### src/rtl/id_stage_pkg.sv
// Shared widths, opcode/funct constants and instruction field layout for the ID stage.
package id_stage_pkg;

   localparam int unsigned NB_ADDR_DEF      = 32;
   localparam int unsigned NB_INST_DEF      = 32;
   localparam int unsigned NB_OPCODE_DEF    = 6;
   localparam int unsigned NB_FUNCT_DEF     = 6;
   localparam int unsigned NB_REG_DEF       = 5;
   localparam int unsigned NB_IMMEDIATE_DEF = 16;
   localparam int unsigned NB_DATA_DEF      = 32;
   localparam int unsigned SIZE_REG_DEF     = 32;

   localparam logic [5:0] OP_RTYPE       = 6'b000000;
   localparam logic [5:0] OP_BEQ         = 6'b000100;
   localparam logic [5:0] OP_BNE         = 6'b000101;
   localparam logic [2:0] OP_LOAD_PREFIX = 3'b100;

   localparam logic [5:0] FN_SLL = 6'b000000;
   localparam logic [5:0] FN_SRL = 6'b000010;
   localparam logic [5:0] FN_SRA = 6'b000011;

   typedef struct packed {
      logic [5:0] opcode;
      logic [4:0] rs;
      logic [4:0] rt;
      logic [4:0] rd;
      logic [4:0] shamt;
      logic [5:0] funct;
   } inst_fields_t;

   // Shifts by immediate take the shamt field as ALU operand A.
   function automatic logic is_shift_imm(input logic [5:0] funct);
      return (funct == FN_SLL) || (funct == FN_SRL) || (funct == FN_SRA);
   endfunction

endpackage

### src/rtl/id_stage_reg_file.sv
// Register file: two operand read ports, one debug read port, one write port.
// Reads bypass the in-flight write so a value written this cycle is seen immediately.
module reg_file
   import id_stage_pkg::*;
#(
   parameter int unsigned NB_REG   = NB_REG_DEF,
   parameter int unsigned NB_DATA  = NB_DATA_DEF,
   parameter int unsigned SIZE_REG = SIZE_REG_DEF
)(
   input  logic               i_clk,
   input  logic               i_rst_n,
   input  logic [NB_REG-1:0]  i_waddr,
   input  logic [NB_DATA-1:0] i_wdata,
   input  logic [NB_REG-1:0]  i_raddr_a,
   input  logic [NB_REG-1:0]  i_raddr_b,
   input  logic [NB_REG-1:0]  i_raddr_dbg,
   output logic [NB_DATA-1:0] o_rdata_a,
   output logic [NB_DATA-1:0] o_rdata_b,
   output logic [NB_DATA-1:0] o_rdata_dbg
);

   logic [NB_DATA-1:0] mem [SIZE_REG];

   // One write every cycle; address 0 is hardwired to zero.
   always_ff @(posedge i_clk or negedge i_rst_n) begin
      if (!i_rst_n) begin
         mem <= '{default: '0};
      end else if (i_waddr != '0) begin
         mem[i_waddr] <= i_wdata;
      end
   end

   function automatic logic [NB_DATA-1:0] read_port(input logic [NB_REG-1:0] addr);
      if (addr == '0)      return '0;
      if (addr == i_waddr) return i_wdata;
      return mem[addr];
   endfunction

   always_comb begin
      o_rdata_a   = read_port(i_raddr_a);
      o_rdata_b   = read_port(i_raddr_b);
      o_rdata_dbg = read_port(i_raddr_dbg);
   end

endmodule

### src/rtl/id_stage.sv
// Instruction decode stage: field decode, operand fetch and ID/EX pipeline register.
// Define ID_STAGE_DEBUG_PORT_EN to enable the debug register-file write/read port.
module id_stage
   import id_stage_pkg::*;
#(
   parameter int unsigned NB_ADDR      = NB_ADDR_DEF,
   parameter int unsigned NB_INST      = NB_INST_DEF,
   parameter int unsigned NB_OPCODE    = NB_OPCODE_DEF,
   parameter int unsigned NB_FUNCT     = NB_FUNCT_DEF,
   parameter int unsigned NB_REG       = NB_REG_DEF,
   parameter int unsigned NB_IMMEDIATE = NB_IMMEDIATE_DEF,
   parameter int unsigned NB_DATA      = NB_DATA_DEF,
   parameter int unsigned SIZE_REG     = SIZE_REG_DEF
)(
   input  logic                i_clk,
   input  logic                i_rst_n,
   input  logic [NB_ADDR-1:0]  i_pc,
   input  logic [NB_INST-1:0]  i_instruction,
   input  logic [NB_DATA-1:0]  i_data_input,
   input  logic [NB_REG-1:0]   i_address_data,
   input  logic                i_write_debug_reg_file,
   input  logic [NB_REG-1:0]   i_address_write_debug,
   input  logic [NB_DATA-1:0]  i_write_data_debug,
   input  logic [NB_REG-1:0]   i_address_read_debug,
   output logic [NB_ADDR-1:0]  o_pc,
   output logic [NB_INST-1:0]  o_instruction,
   output logic [NB_FUNCT-1:0] o_funct,
   output logic [NB_DATA-1:0]  o_data_1,
   output logic [NB_DATA-1:0]  o_data_2,
   output logic [NB_REG-1:0]   o_rd,
   output logic [NB_DATA-1:0]  o_sign_extend,
   output logic                o_signal_control_mult_A,
   output logic                o_signal_control_mult_B,
   output logic                o_signal_control_mult_wb,
   output logic [NB_DATA-1:0]  o_data_read_debug
);

   inst_fields_t             fields;
   logic [NB_IMMEDIATE-1:0]  imm;
   logic [NB_REG-1:0]        waddr;
   logic [NB_DATA-1:0]       wdata;
   logic [NB_REG-1:0]        raddr_dbg;
   logic [NB_DATA-1:0]       rdata_a;
   logic [NB_DATA-1:0]       rdata_b;
   logic [NB_DATA-1:0]       rdata_dbg;

   logic                     is_rtype;
   logic [NB_REG-1:0]        rd_next;
   logic [NB_DATA-1:0]       sext_next;
   logic                     mult_a_next;
   logic                     mult_b_next;
   logic                     mult_wb_next;

   assign fields = inst_fields_t'(i_instruction);
   assign imm    = i_instruction[NB_IMMEDIATE-1:0];

`ifdef ID_STAGE_DEBUG_PORT_EN
   // Debug mode takes over the single write port for the whole cycle.
   assign waddr             = i_write_debug_reg_file ? i_address_write_debug : i_address_data;
   assign wdata             = i_write_debug_reg_file ? i_write_data_debug    : i_data_input;
   assign raddr_dbg         = i_address_read_debug;
   assign o_data_read_debug = rdata_dbg;
`else
   logic unused_debug;
   assign waddr             = i_address_data;
   assign wdata             = i_data_input;
   assign raddr_dbg         = '0;
   assign o_data_read_debug = '0;
   assign unused_debug      = ^{i_write_debug_reg_file, i_address_write_debug,
                                i_write_data_debug, i_address_read_debug, rdata_dbg};
`endif

   logic unused_fields;
   assign unused_fields = ^fields.shamt;

   reg_file #(
      .NB_REG   (NB_REG),
      .NB_DATA  (NB_DATA),
      .SIZE_REG (SIZE_REG)
   ) u_reg_file (
      .i_clk       (i_clk),
      .i_rst_n     (i_rst_n),
      .i_waddr     (waddr),
      .i_wdata     (wdata),
      .i_raddr_a   (fields.rs),
      .i_raddr_b   (fields.rt),
      .i_raddr_dbg (raddr_dbg),
      .o_rdata_a   (rdata_a),
      .o_rdata_b   (rdata_b),
      .o_rdata_dbg (rdata_dbg)
   );

   // Control decode feeding the ID/EX register.
   always_comb begin
      is_rtype     = (fields.opcode == OP_RTYPE);
      rd_next      = is_rtype ? fields.rd : fields.rt;
      sext_next    = {{(NB_DATA-NB_IMMEDIATE){imm[NB_IMMEDIATE-1]}}, imm};
      mult_a_next  = is_rtype && is_shift_imm(fields.funct);
      mult_b_next  = !is_rtype && (fields.opcode != OP_BEQ) && (fields.opcode != OP_BNE);
      mult_wb_next = (fields.opcode[5:3] == OP_LOAD_PREFIX);
   end

   always_ff @(posedge i_clk or negedge i_rst_n) begin
      if (!i_rst_n) begin
         o_pc                     <= '0;
         o_instruction            <= '0;
         o_funct                  <= '0;
         o_data_1                 <= '0;
         o_data_2                 <= '0;
         o_rd                     <= '0;
         o_sign_extend            <= '0;
         o_signal_control_mult_A  <= 1'b0;
         o_signal_control_mult_B  <= 1'b0;
         o_signal_control_mult_wb <= 1'b0;
      end else begin
         o_pc                     <= i_pc;
         o_instruction            <= i_instruction;
         o_funct                  <= fields.funct;
         o_data_1                 <= rdata_a;
         o_data_2                 <= rdata_b;
         o_rd                     <= rd_next;
         o_sign_extend            <= sext_next;
         o_signal_control_mult_A  <= mult_a_next;
         o_signal_control_mult_B  <= mult_b_next;
         o_signal_control_mult_wb <= mult_wb_next;
      end
   end

endmodule

### config.mk
export PLATFORM = sky130hd
export DESIGN_NAME = id_stage
export DESIGN_NICKNAME = d
export VERILOG_FILES = /design/src/rtl/id_stage_pkg.sv /design/src/rtl/id_stage_reg_file.sv /design/src/rtl/id_stage.sv
export SDC_FILE = /design/constraint.sdc
export NUM_CORES = 2
export LEC_CHECK = 0
export CAP_MARGIN = 0
export CORE_ASPECT_RATIO = 0.8
export CORE_MARGIN = 3
export CORE_UTILIZATION = 64
export CTS_CLUSTER_DIAMETER = 150
export DETAILED_ROUTE_END_ITERATION = 8
export GPL_ROUTABILITY_DRIVEN = 0
export PLACE_DENSITY = 0.85
export REMOVE_ABC_BUFFERS = 1
export SETUP_SLACK_MARGIN = 0.02
export SLEW_MARGIN = 10
export SYNTH_ARGS = -nofsm -noshare
export SYNTH_HDL_FRONTEND = slang
export SYNTH_SLANG_ARGS = --single-unit
### constraint.sdc
create_clock -name i_clk -period 5.27 [get_ports i_clk]
set_input_delay 1.054 -clock i_clk [delete_from_list [all_inputs] [get_ports i_clk]]
set_output_delay 1.054 -clock i_clk [all_outputs]
set_load 0.1 [all_outputs]
==> flow_summary.json <==
{
  "fin_ws_ns": 1.50,
  "post_cts_buffers": 0,
  "path_class": "reg2out",
  "num_vias": 42400,
  "finalCritPeriodShare_pct": 71.5,
  "drcViolationCount": 0,
  "fin_area_um2": 66500,
  "final_layout_size_suffix_gt1_share_pct": 36.5,
  "p_per_area_nw_per_um2": 416,
  "fp.dieH_um": 278,
  "cp-end-kind": "output pin",
  "top_layer": "met5",
  "clk_path_buf_depth": 3,
  "numCtsBuffers": 115,
  "grt_pass1_vias": 42700,
  "clockPowerShare_pct": 31.6,
  "route.met2.wl_um": 83400,
  "grt_pass1_wl_um": 284000,
  "maxCapViolCount": 0,
  "rsz0062_at_grt": "false",
  "root_buffer": "clkbuf_16",
  "ant_nets": 0,
  "tightest_slew_ns": 1.30,
  "ctsHoldBuffers": 0,
  "ys_types": 53,
  "hold_viol_final": 0,
  "arrival_ns": 2.71,
  "dp_worst_setup_slack_ns": 1.06,
  "place_area_um2": 62500,
  "initial_core_util_pct": 64.8,
  "ys_async_sr_fraction_pct": 100,
  "status": "complete, no violations",
  "cp.required_ns": 4.22,
  "critical_path.top_delay_family": "buffers and inverters",
  "std_cell_rows": 99,
  "worstHoldPathType": "in2async",
  "first_iter_violations": 6358,
  "syn_area_per_cell_um2": 13.7,
  "r2r_cells": 4,
  "core_area_um2": 91500,
  "maxSlewViolCount": 0,
  "leakage_nw": 28.8,
  "fin_tns_setup_ns": 0,
  "first_pass_iters": 9,
  "synth_ff_type": "dfrtp_1",
  "cpMaxStageDelayCell": "clkdlybuf4s50_1",
  "mostFrequentLayoutCell": "dfrtp_1",
  "setup_viol": 0,
  "dr_wl_met3_um": 28200,
  "synthToLayoutAreaGrowth_pct": 12.2,
  "ff2ff_setup_slack_ns": 3.13,
  "overflow": 0,
  "p_comb_share_pct": 23.9,
  "synth_area_um2": 59300,
  "power_mw": 27.7,
  "wl_um": 194000,
  "clock.fmax_mhz": 265,
  "cts_sinks": 1160,
  "cts_max_level": 3,
  "layout_common_cells": "dfrtp_1 (1160), mux2_2 (995), mux2i_1 (530), clkdlybuf4s50_1 (265), mux4_2 (236)",
  "io_pins": 352,
  "p_seq_share_pct": 44.4,
  "insertion_delay_ns": 0.73,
  "grt_usage_pct": 39.7,
  "post_drt_wl_per_cell_um": 34.1,
  "synth-seq-cells": 1160,
  "cts-resized-gates": 0,
  "whs_ns": 0.397,
  "crit_buf_inv": 1,
  "antenna_found_initial": 9,
  "yosysWarnings": 0,
  "die_area_um2": 96400,
  "cp-start-kind": "flip-flop",
  "io_buffer_count": 276,
  "fin_crit_ns": 3.77,
  "p_switching_mw": 8.63,
  "grt_max_degree": 147,
  "viasPerCell": 7.45,
  "final_nets": 4513,
  "ys_seq_area_share_pct": 49.0,
  "cts_tree": "built",
  "swShare_pct": 31.1,
  "drt-met1-wl_um": 71000,
  "r2r_start": "u_reg_file.mem[606]",
  "synth_cells": 4336,
  "ir_worst_vdd_mv": 0.320,
  "synth_edf_count": 0,
  "die_w_um": 346,
  "path_clk_slew_ns": 0.06,
  "max_slew_margin_pct": 12.8,
  "power.internal_mw": 19.1,
  "rr_endpoint": "o_data_1[30]",
  "crit_chain": "clkdlybuf4s50_1",
  "dp_hpwl_um": 109000,
  "critical-path-max-stage-delay_ns": 1.28,
  "skew_ns": 0.0274,
  "cp_max_fo": 18
}
## worst reg2reg max path, stage by stage (launching register included)
cell	delay (ns)
dfrtp_1	0.40
mux4_2	0.52
a22o_1	0.26
a2111oi_0	0.54
o31ai_1	0.25
## state kept, by name, indices dropped and copies added, names as in the netlist
name                      count
o_rd                          5
u_reg_file.mem             1024
o_data_1                     32
o_data_2                     32
o_signal_control_mult_wb      1
o_pc                         32
o_signal_control_mult_B       1
o_instruction                27
o_signal_control_mult_A       1
o_funct                       5
## power groups by stage
stage	sequential, mW	combinational, mW	clock (mW)
after detailed placement	12.3	6.47	0
after global routing	12.5	6.96	9.16
after floorplan	12.9	3.66	0
after CTS	12.2	6.56	8.78
final	12.3	6.64	8.77
after global placement	12.1	6.28	0
## layout make-up
cell class                      count  area, µm²
Sequential cell                  1160      29000
Multi-Input combinational cell   2664      27700
Fill cell                        5764      25000
Timing Repair Buffer              424       4270
Clock buffer                      175       3400
Tap cell                         1212       1520
Clock inverter                     40        601
Antenna cell                        7       17.5
Inverter                            2       7.51
## routing by layer
| metal | global-route usage (%) | vias up |
|---|---|---|
| met4 | 18.6 | 8 |
| met5 | 0 | - |
| li1 | - | 16300 |
| met1 | 54.0 | 21600 |
| met2 | 57.2 | 3551 |
| met3 | 14.5 | 877 |
## cells in the mapped netlist (6+ instances only)
| cell type | n | share of area, % |
|---|---|---|
| mux4_2 | 236 | 9.0 |
| buf_2 | 187 | 1.6 |
| o221ai_1 | 18 | 0.27 |
| nand3_1 | 22 | 0.19 |
| o22ai_1 | 158 | 1.7 |
| o2111ai_1 | 6 | 0.089 |
| or3_1 | 9 | 0.095 |
| nor2b_1 | 8 | 0.084 |
| a22oi_1 | 31 | 0.39 |
| a21o_1 | 20 | 0.25 |
| buf_1 | 15 | 0.095 |
| dfrtp_1 | 1160 | 49 |
| nor4b_1 | 7 | 0.10 |
| o21ai_0 | 64 | 0.54 |
| a22o_1 | 60 | 0.89 |
| mux2_1 | 10 | 0.19 |
| xnor2_1 | 9 | 0.13 |
| nor3_1 | 26 | 0.22 |
| clkbuf_1 | 200 | 1.3 |
| o22a_1 | 6 | 0.089 |
| o31ai_1 | 16 | 0.20 |
| a21oi_1 | 44 | 0.37 |
| a221oi_1 | 67 | 0.99 |
| nor2_1 | 90 | 0.57 |
| nor4_1 | 28 | 0.30 |
| or4_1 | 16 | 0.20 |
| mux2i_1 | 530 | 8.9 |
| nand2_1 | 80 | 0.51 |
| a211oi_1 | 12 | 0.15 |
| buf_6 | 23 | 0.44 |
| a31oi_1 | 8 | 0.084 |
| buf_4 | 116 | 1.5 |
| mux2_2 | 995 | 19 |
| nand3b_1 | 10 | 0.13 |
| a2111oi_0 | 8 | 0.12 |
## stage by stage
step | util (%) | std cells
floorplan | - | 3826
global placement | 68.3 | 5462
detailed placement | 68.3 | 5462
CTS | 72.7 | 5677
global route | 72.7 | 5679
finish | 72.7 | 5684
## worst max-delay path by stage
stage                                  from                 to  slack (ns)  cells after the start
final                     o_instruction[15]  o_sign_extend[22]        1.50                      1
after global routing      o_instruction[15]  o_sign_extend[27]        1.42                      1
after CTS                 o_instruction[15]  o_sign_extend[22]        1.47                      1
after detailed placement  i_address_data[4]       o_data_1[29]        1.06                      7
after global placement    i_address_data[4]       o_data_1[28]        1.11                      7
after floorplan           o_instruction[15]  o_instruction[15]       -6.79                      0
## cells by family after synthesis
group           Yosys count  share of synthesized area (%)
mux                    1771                           37.0
flops                  1160                           49.0
buf+inv                 543                           4.86
compound gates          530                           6.32
simple gates            321                           2.71
xor+xnor                 10                          0.148
other cells               1                        0.00632
(Power assumes the default switching activity.)
